--- src/rtl/multdiv_arb_pkg.sv ---
// Shared types and constants for the dual-lane mult/div arbiter.
package multdiv_arb_pkg;

    typedef enum logic [2:0] {
        IDLE,
        ISSUE,
        WAIT,
        DONE,
        DRAIN
    } arbState;

    localparam logic LANE_TOP = 1'b0;
    localparam logic LANE_BOT = 1'b1;

    localparam int TIMEOUT_DEFAULT = 64;

    // Everything latched from one decode lane when its request is accepted.
    typedef struct packed {
        logic        isMult;
        logic [31:0] opA;
        logic [31:0] opB;
        logic [4:0]  rd;
    } laneReq;

endpackage

--- src/rtl/multdiv_watchdog.sv ---
// Clearable up-counter that flags when the mult/div unit has taken too long.
module multdiv_watchdog #(
    parameter int TIMEOUT = 64
) (
    input  logic clock,
    input  logic reset,
    input  logic clear,
    input  logic enable,
    output logic terminal
);

    localparam int CW = $clog2(TIMEOUT);
    localparam logic [CW-1:0] TERMINAL_COUNT = CW'(TIMEOUT - 1);

    logic [CW-1:0] countReg;

    assign terminal = (countReg == TERMINAL_COUNT);

    // Count while enabled, saturating at the terminal value.
    always_ff @(posedge clock) begin
        if (!reset) begin
            countReg <= '0;
        end else if (clear) begin
            countReg <= '0;
        end else if (enable && !terminal) begin
            countReg <= countReg + 1'b1;
        end
    end

endmodule

--- src/rtl/multdiv_arbiter.sv ---
// Shares one iterative mult/div unit between the top and bottom issue lanes,
// issuing in program order and tagging each result with its lane and rd.
module multdiv_arbiter
    import multdiv_arb_pkg::*;
#(
    parameter int TIMEOUT = TIMEOUT_DEFAULT
) (
    input  logic        clock,
    input  logic        reset,
    input  logic        valid_top,
    input  logic        valid_bot,
    input  logic        isMult_top,
    input  logic        isDiv_top,
    input  logic        isMult_bot,
    input  logic        isDiv_bot,
    input  logic [31:0] opA_top,
    input  logic [31:0] opB_top,
    input  logic [31:0] opA_bot,
    input  logic [31:0] opB_bot,
    input  logic [4:0]  rd_top,
    input  logic [4:0]  rd_bot,
    input  logic        flush,
    output logic        md_ctrl_mult,
    output logic        md_ctrl_div,
    output logic [31:0] md_opA,
    output logic [31:0] md_opB,
    input  logic [31:0] md_result,
    input  logic        md_exception,
    input  logic        md_resultRDY,
    output logic        stall,
    output logic        wb_valid,
    output logic        wb_lane,
    output logic [4:0]  wb_rd,
    output logic [31:0] wb_data,
    output logic        wb_exception,
    output logic        busy
);

    arbState     stateReg;
    logic        pendTopReg;
    logic        pendBotReg;
    logic        curLaneReg;
    logic [31:0] dataReg;
    logic        excReg;
    laneReq      laneReg [2];

    logic   reqTop;
    logic   reqBot;
    logic   anyReq;
    logic   issueLane;
    logic   opLane;
    logic   opsActive;
    logic   otherPend;
    logic   wdEnable;
    logic   wdTerminal;
    laneReq selReq;

    assign reqTop    = valid_top & (isMult_top | isDiv_top);
    assign reqBot    = valid_bot & (isMult_bot | isDiv_bot);
    assign anyReq    = reqTop | reqBot;
    assign issueLane = pendTopReg ? LANE_TOP : LANE_BOT;
    assign opLane    = (stateReg == ISSUE) ? issueLane : curLaneReg;
    assign selReq    = laneReg[opLane];
    assign otherPend = (curLaneReg == LANE_TOP) ? pendBotReg : pendTopReg;

    // The unit keeps running after a flush, so operands stay up through DRAIN.
    assign opsActive = (stateReg == ISSUE) || (stateReg == WAIT) || (stateReg == DRAIN);
    assign wdEnable  = (stateReg == WAIT) || (stateReg == DRAIN);

    multdiv_watchdog #(
        .TIMEOUT (TIMEOUT)
    ) u_watchdog (
        .clock    (clock),
        .reset    (reset),
        .clear    (!wdEnable),
        .enable   (wdEnable),
        .terminal (wdTerminal)
    );

    assign md_ctrl_mult = (stateReg == ISSUE) &  selReq.isMult;
    assign md_ctrl_div  = (stateReg == ISSUE) & ~selReq.isMult;
    assign md_opA       = opsActive ? selReq.opA : 32'd0;
    assign md_opB       = opsActive ? selReq.opB : 32'd0;

    assign wb_valid     = (stateReg == DONE) & ~flush;
    assign wb_lane      = wb_valid ? curLaneReg : LANE_TOP;
    assign wb_rd        = wb_valid ? laneReg[curLaneReg].rd : 5'd0;
    assign wb_data      = wb_valid ? dataReg : 32'd0;
    assign wb_exception = wb_valid ? excReg : 1'b0;
    assign busy         = (stateReg != IDLE);

    // Decode stall: held until the last pending op of the bundle is written back.
    always_comb begin
        stall = 1'b0;
        case (stateReg)
            IDLE:        stall = anyReq & ~flush;
            ISSUE, WAIT: stall = 1'b1;
            DONE:        stall = otherPend;
            DRAIN:       stall = anyReq;
            default:     stall = 1'b0;
        endcase
    end

    // Arbitration FSM: latch bundle, issue top then bot, wait, write back.
    always_ff @(posedge clock) begin
        if (!reset) begin
            stateReg   <= IDLE;
            pendTopReg <= 1'b0;
            pendBotReg <= 1'b0;
            curLaneReg <= LANE_TOP;
            dataReg    <= 32'd0;
            excReg     <= 1'b0;
            laneReg[0] <= '0;
            laneReg[1] <= '0;
        end else begin
            case (stateReg)
                IDLE: begin
                    if (anyReq && !flush) begin
                        pendTopReg <= reqTop;
                        pendBotReg <= reqBot;
                        laneReg[LANE_TOP] <= '{isMult: isMult_top, opA: opA_top,
                                               opB: opB_top, rd: rd_top};
                        laneReg[LANE_BOT] <= '{isMult: isMult_bot, opA: opA_bot,
                                               opB: opB_bot, rd: rd_bot};
                        stateReg <= ISSUE;
                    end
                end
                ISSUE: begin
                    curLaneReg <= issueLane;
                    if (flush) begin
                        pendTopReg <= 1'b0;
                        pendBotReg <= 1'b0;
                        stateReg   <= DRAIN;
                    end else begin
                        stateReg <= WAIT;
                    end
                end
                WAIT: begin
                    if (flush) begin
                        pendTopReg <= 1'b0;
                        pendBotReg <= 1'b0;
                        // A result landing in the flush cycle already frees the unit.
                        stateReg   <= (md_resultRDY || wdTerminal) ? IDLE : DRAIN;
                    end else if (md_resultRDY) begin
                        dataReg  <= md_result;
                        excReg   <= md_exception;
                        stateReg <= DONE;
                    end else if (wdTerminal) begin
                        dataReg  <= 32'd0;
                        excReg   <= 1'b1;
                        stateReg <= DONE;
                    end
                end
                DONE: begin
                    if (flush) begin
                        pendTopReg <= 1'b0;
                        pendBotReg <= 1'b0;
                        stateReg   <= IDLE;
                    end else begin
                        if (curLaneReg == LANE_TOP) begin
                            pendTopReg <= 1'b0;
                        end else begin
                            pendBotReg <= 1'b0;
                        end
                        stateReg <= otherPend ? ISSUE : IDLE;
                    end
                end
                DRAIN: begin
                    if (md_resultRDY || wdTerminal) begin
                        stateReg <= IDLE;
                    end
                end
                default: stateReg <= IDLE;
            endcase
        end
    end

endmodule

--- config.mk ---
export PLATFORM = sky130hd
export DESIGN_NAME = multdiv_arbiter
export DESIGN_NICKNAME = d
export VERILOG_FILES = /design/src/rtl/multdiv_arb_pkg.sv /design/src/rtl/multdiv_watchdog.sv /design/src/rtl/multdiv_arbiter.sv
export SDC_FILE = /design/constraint.sdc
export NUM_CORES = 1
export LEC_CHECK = 0
export CAP_MARGIN = 20
export CORE_MARGIN = 1.5
export CORE_UTILIZATION = 49
export CTS_CLUSTER_SIZE = 16
export DETAILED_ROUTE_END_ITERATION = 8
export PLACE_DENSITY = 0.95
export SKIP_CTS_REPAIR_TIMING = 1
export SLEW_MARGIN = 40
export SYNTH_ARGS = -nofsm -noshare
export SYNTH_HDL_FRONTEND = slang
export SYNTH_SLANG_ARGS = --single-unit
--- constraint.sdc ---
create_clock -name clock -period 12.16 [get_ports clock]
set_clock_uncertainty 0.15 [all_clocks]
set_input_delay 2.432 -clock clock [delete_from_list [all_inputs] [get_ports clock]]
set_output_delay 2.432 -clock clock [all_outputs]
set_load 0.01 [all_outputs]
==> results.toml <==
[run_status]
status = "completed"

[critical_path]
cp_common_cell = "clkdlybuf4s50_1"
crit_fanout = 35
slowest_delay_ns = 0.65
criticalPathCategory = "in -> out"
crit_chain = "clkdlybuf4s50_1 -> nor2_1 -> nand3_1 -> inv_1 -> and2_1 -> clkdlybuf4s50_1"
crit_required_ns = 9.58
cp_slowest_cell = "inv_1"
reg2regPathDepth = 4
worstPathBufferInverterCount = 3
crit_family = "buffers and inverters"
cp_data_arrival_time_ns = 5.00
worst-path-stages = 6
r2r-start = "stateReg[1]"
r2r-end = "laneReg[1][39]"
reg2reg_slack_ns = 9.45
crit_start = "flush"
crit_path_end = "wb_data[1]"
cp-end-kind = "output pin"
start_kind = "primary input"

[finish]
layout_common_cells = "clkdlybuf4s50_1, and2_1, edfxtp_1, nor2_1, mux2i_1"
antenna_cells = 0
multiInputGateArea_mm2 = 0.00288
layout_commonest_cell = "clkdlybuf4s50_1"
register_area_mm2 = 0.00512
fillerInstances = 1062
num-nets-final = 1110
drive_gt1_frac = 0.0489
areaGrowthSynthToFinish_pct = 44.5

[synth]
ys_seq_elements = 186
ys_types = 39
synthTopCellsByArea = "edfxtp_1, and2_1, dfxtp_1"
syn-cell-area_mm2 = 0.00817
async_flop_share = 0
ys_warn_count = 0
synth_area_leader_cell = "edfxtp_1"
synth_fp_nets = 840
syn_avg_cell_area_um2 = 12.4
ys_seq_area_frac = 0.627
synth_edf_count = 140
ys.flop_type = "edfxtp_1"
postSynthCellCount = 658
synth_top_cell_area_share = 0.515

[placed_design]
gp_congestion = 0.841
io_buffers = 288
hpwl_um = 14200

[pwr]
power.density_mw_per_mm2 = 126
switching_share = 0.239
power_mw = 1.48
peakVddDrop_v = 0.000102
p_leak_nw = 4.72
power.share.sequential = 0.502
p_sw_mw = 0.354
clkPwrFrac = 0.361
internal_power_mw = 1.13
p_comb_frac = 0.137

[timing]
rsz0062_at_grt = "no"
tightest_slew_ns = 0.764
maxSlewHeadroom = 0.491
drv_slew = 0
min_period_over_period = 0.624
tns_ns = 0
setup_viol = 0
hold_viol_final = 0
post-route-min-period_ns = 7.59
fmax_mhz = 132

[grt]
grt_first_pass_wirelength_um = 31100
grt_max_degree = 113
antenna_found_initial = 0
grt.overflow.total = 0
grt_usage = 0.232
grt_pass1_vias = 6011

[clock_network]
clk_latency_ns = 0.43
cts_root_buf = "clkbuf_16"
numCtsBuffers = 17
htree_levels = 4
cts_tree = "built"
clk_pin_slew_worst_paths_ns = 0.07
clk_path_buf_depth = 2
cts.sinks = 186

[die]
dieArea_mm2 = 0.0175
pin_count = 289
fp.dieH_um = 132
core_mm2 = 0.0164
initial_utilization = 0.498
die_w_um = 132
num_rows = 47

[route]
ant_nets = 0
routed_wl_um = 20400
vias = 6018
vias_per_cell = 5.18
drcViolationCount = 0
drt_first_pass_iters = 5
first_iter_violations = 524
wl_per_cell_um = 17.6

[job]
cap_violations = 0

[hold_path]
hold_path.class = "reg -> reg"
worst min-delay path by stage:
stage	startpoint	endpoint	slack [ns]	cells past startpoint
2_1_floorplan	dataReg[25]	dataReg[25]	0.28	1
4_1_cts	pendBotReg	pendBotReg	0.32	2
3_3_place_gp	pendBotReg	pendBotReg	0.30	2
3_5_place_dp	dataReg[23]	dataReg[23]	0.30	1
6_report	pendBotReg	pendBotReg	0.31	2
5_1_grt	dataReg[20]	dataReg[20]	0.33	1
cell usage after synthesis, types with 3 or more instances:
library cell,count
mux2i_1,76
buf_2,10
and2_1,175
nand3_1,6
a21o_1,3
o21a_1,3
dfxtp_1,46
nor2_1,78
a21oi_1,6
a22o_1,32
edfxtp_1,140
nand4b_1,3
nand2b_1,3
inv_1,5
buf_4,3
nand2_1,8
o21ai_0,4
clkbuf_1,29
metrics by stage:
stage,instances,util,setup slack [ns],hold WS (ns),cell area [µm²]
after global placement,1129,0.684,4.86,0.296,11200
after CTS,1161,0.719,4.65,0.317,11800
final,1161,0.719,4.57,0.315,11800
after detailed placement,1129,0.685,4.70,0.300,11200
after floorplan,658,-,5.55,0.284,8170
after global routing,1161,0.719,4.34,0.332,11800
registers in the layout, indices dropped and copies added, names as in the netlist, named ones only:
register and count:
laneReg 140, u_watchdog.countReg 6, curLaneReg 1, pendTopReg 1, pendBotReg 1, dataReg 32
excReg 1, stateReg 3
worst reg2reg max path: stages, from the launching register on:
cell and delay, ns:
dfxtp_1 0.49, nor2_1 0.34, nand3_1 0.24, nand2_8 0.48, buf_6 0.62
cells by family after synthesis:
kind of cell | share of synthesized area
AO/OA/AOI/OAI | 0.0525
XOR/XNOR | 0.00322
adder cells (fa/ha/maj) | 0.00153
buffers and inverters | 0.0250
flip-flops | 0.627
multiplexers | 0.0931
AND/OR/NAND/NOR | 0.197
layer usage:
metal / track usage / vias to the layer above / share of wire
li1: - / 2836 / -
met1: 0.257 / 2853 / 0.37
met2: 0.412 / 288 / 0.52
met3: 0.0681 / 41 / 0.075
met4: 0.103 / 0 / 0.029
met5: 0 / - / 0
cell type report:
class                   count  share of cell area
well taps                 220              0.0233
multi-input cells         424               0.244
clock inverters            14              0.0114
repair buffers            294               0.249
inverters                   5             0.00159
flip-flops and latches    186               0.434
clock buffers              18              0.0364
power by group through the flow:
stage | combinational, mW | sequential [mW] | clock, mW
finish | 0.203 | 0.744 | 0.535
global route | 0.218 | 0.748 | 0.567
CTS | 0.205 | 0.745 | 0.544
detailed placement | 0.203 | 0.759 | 0
global placement | 0.197 | 0.755 | 0
floorplan | 0.0965 | 0.756 | 0
(Power assumes the default switching activity.)
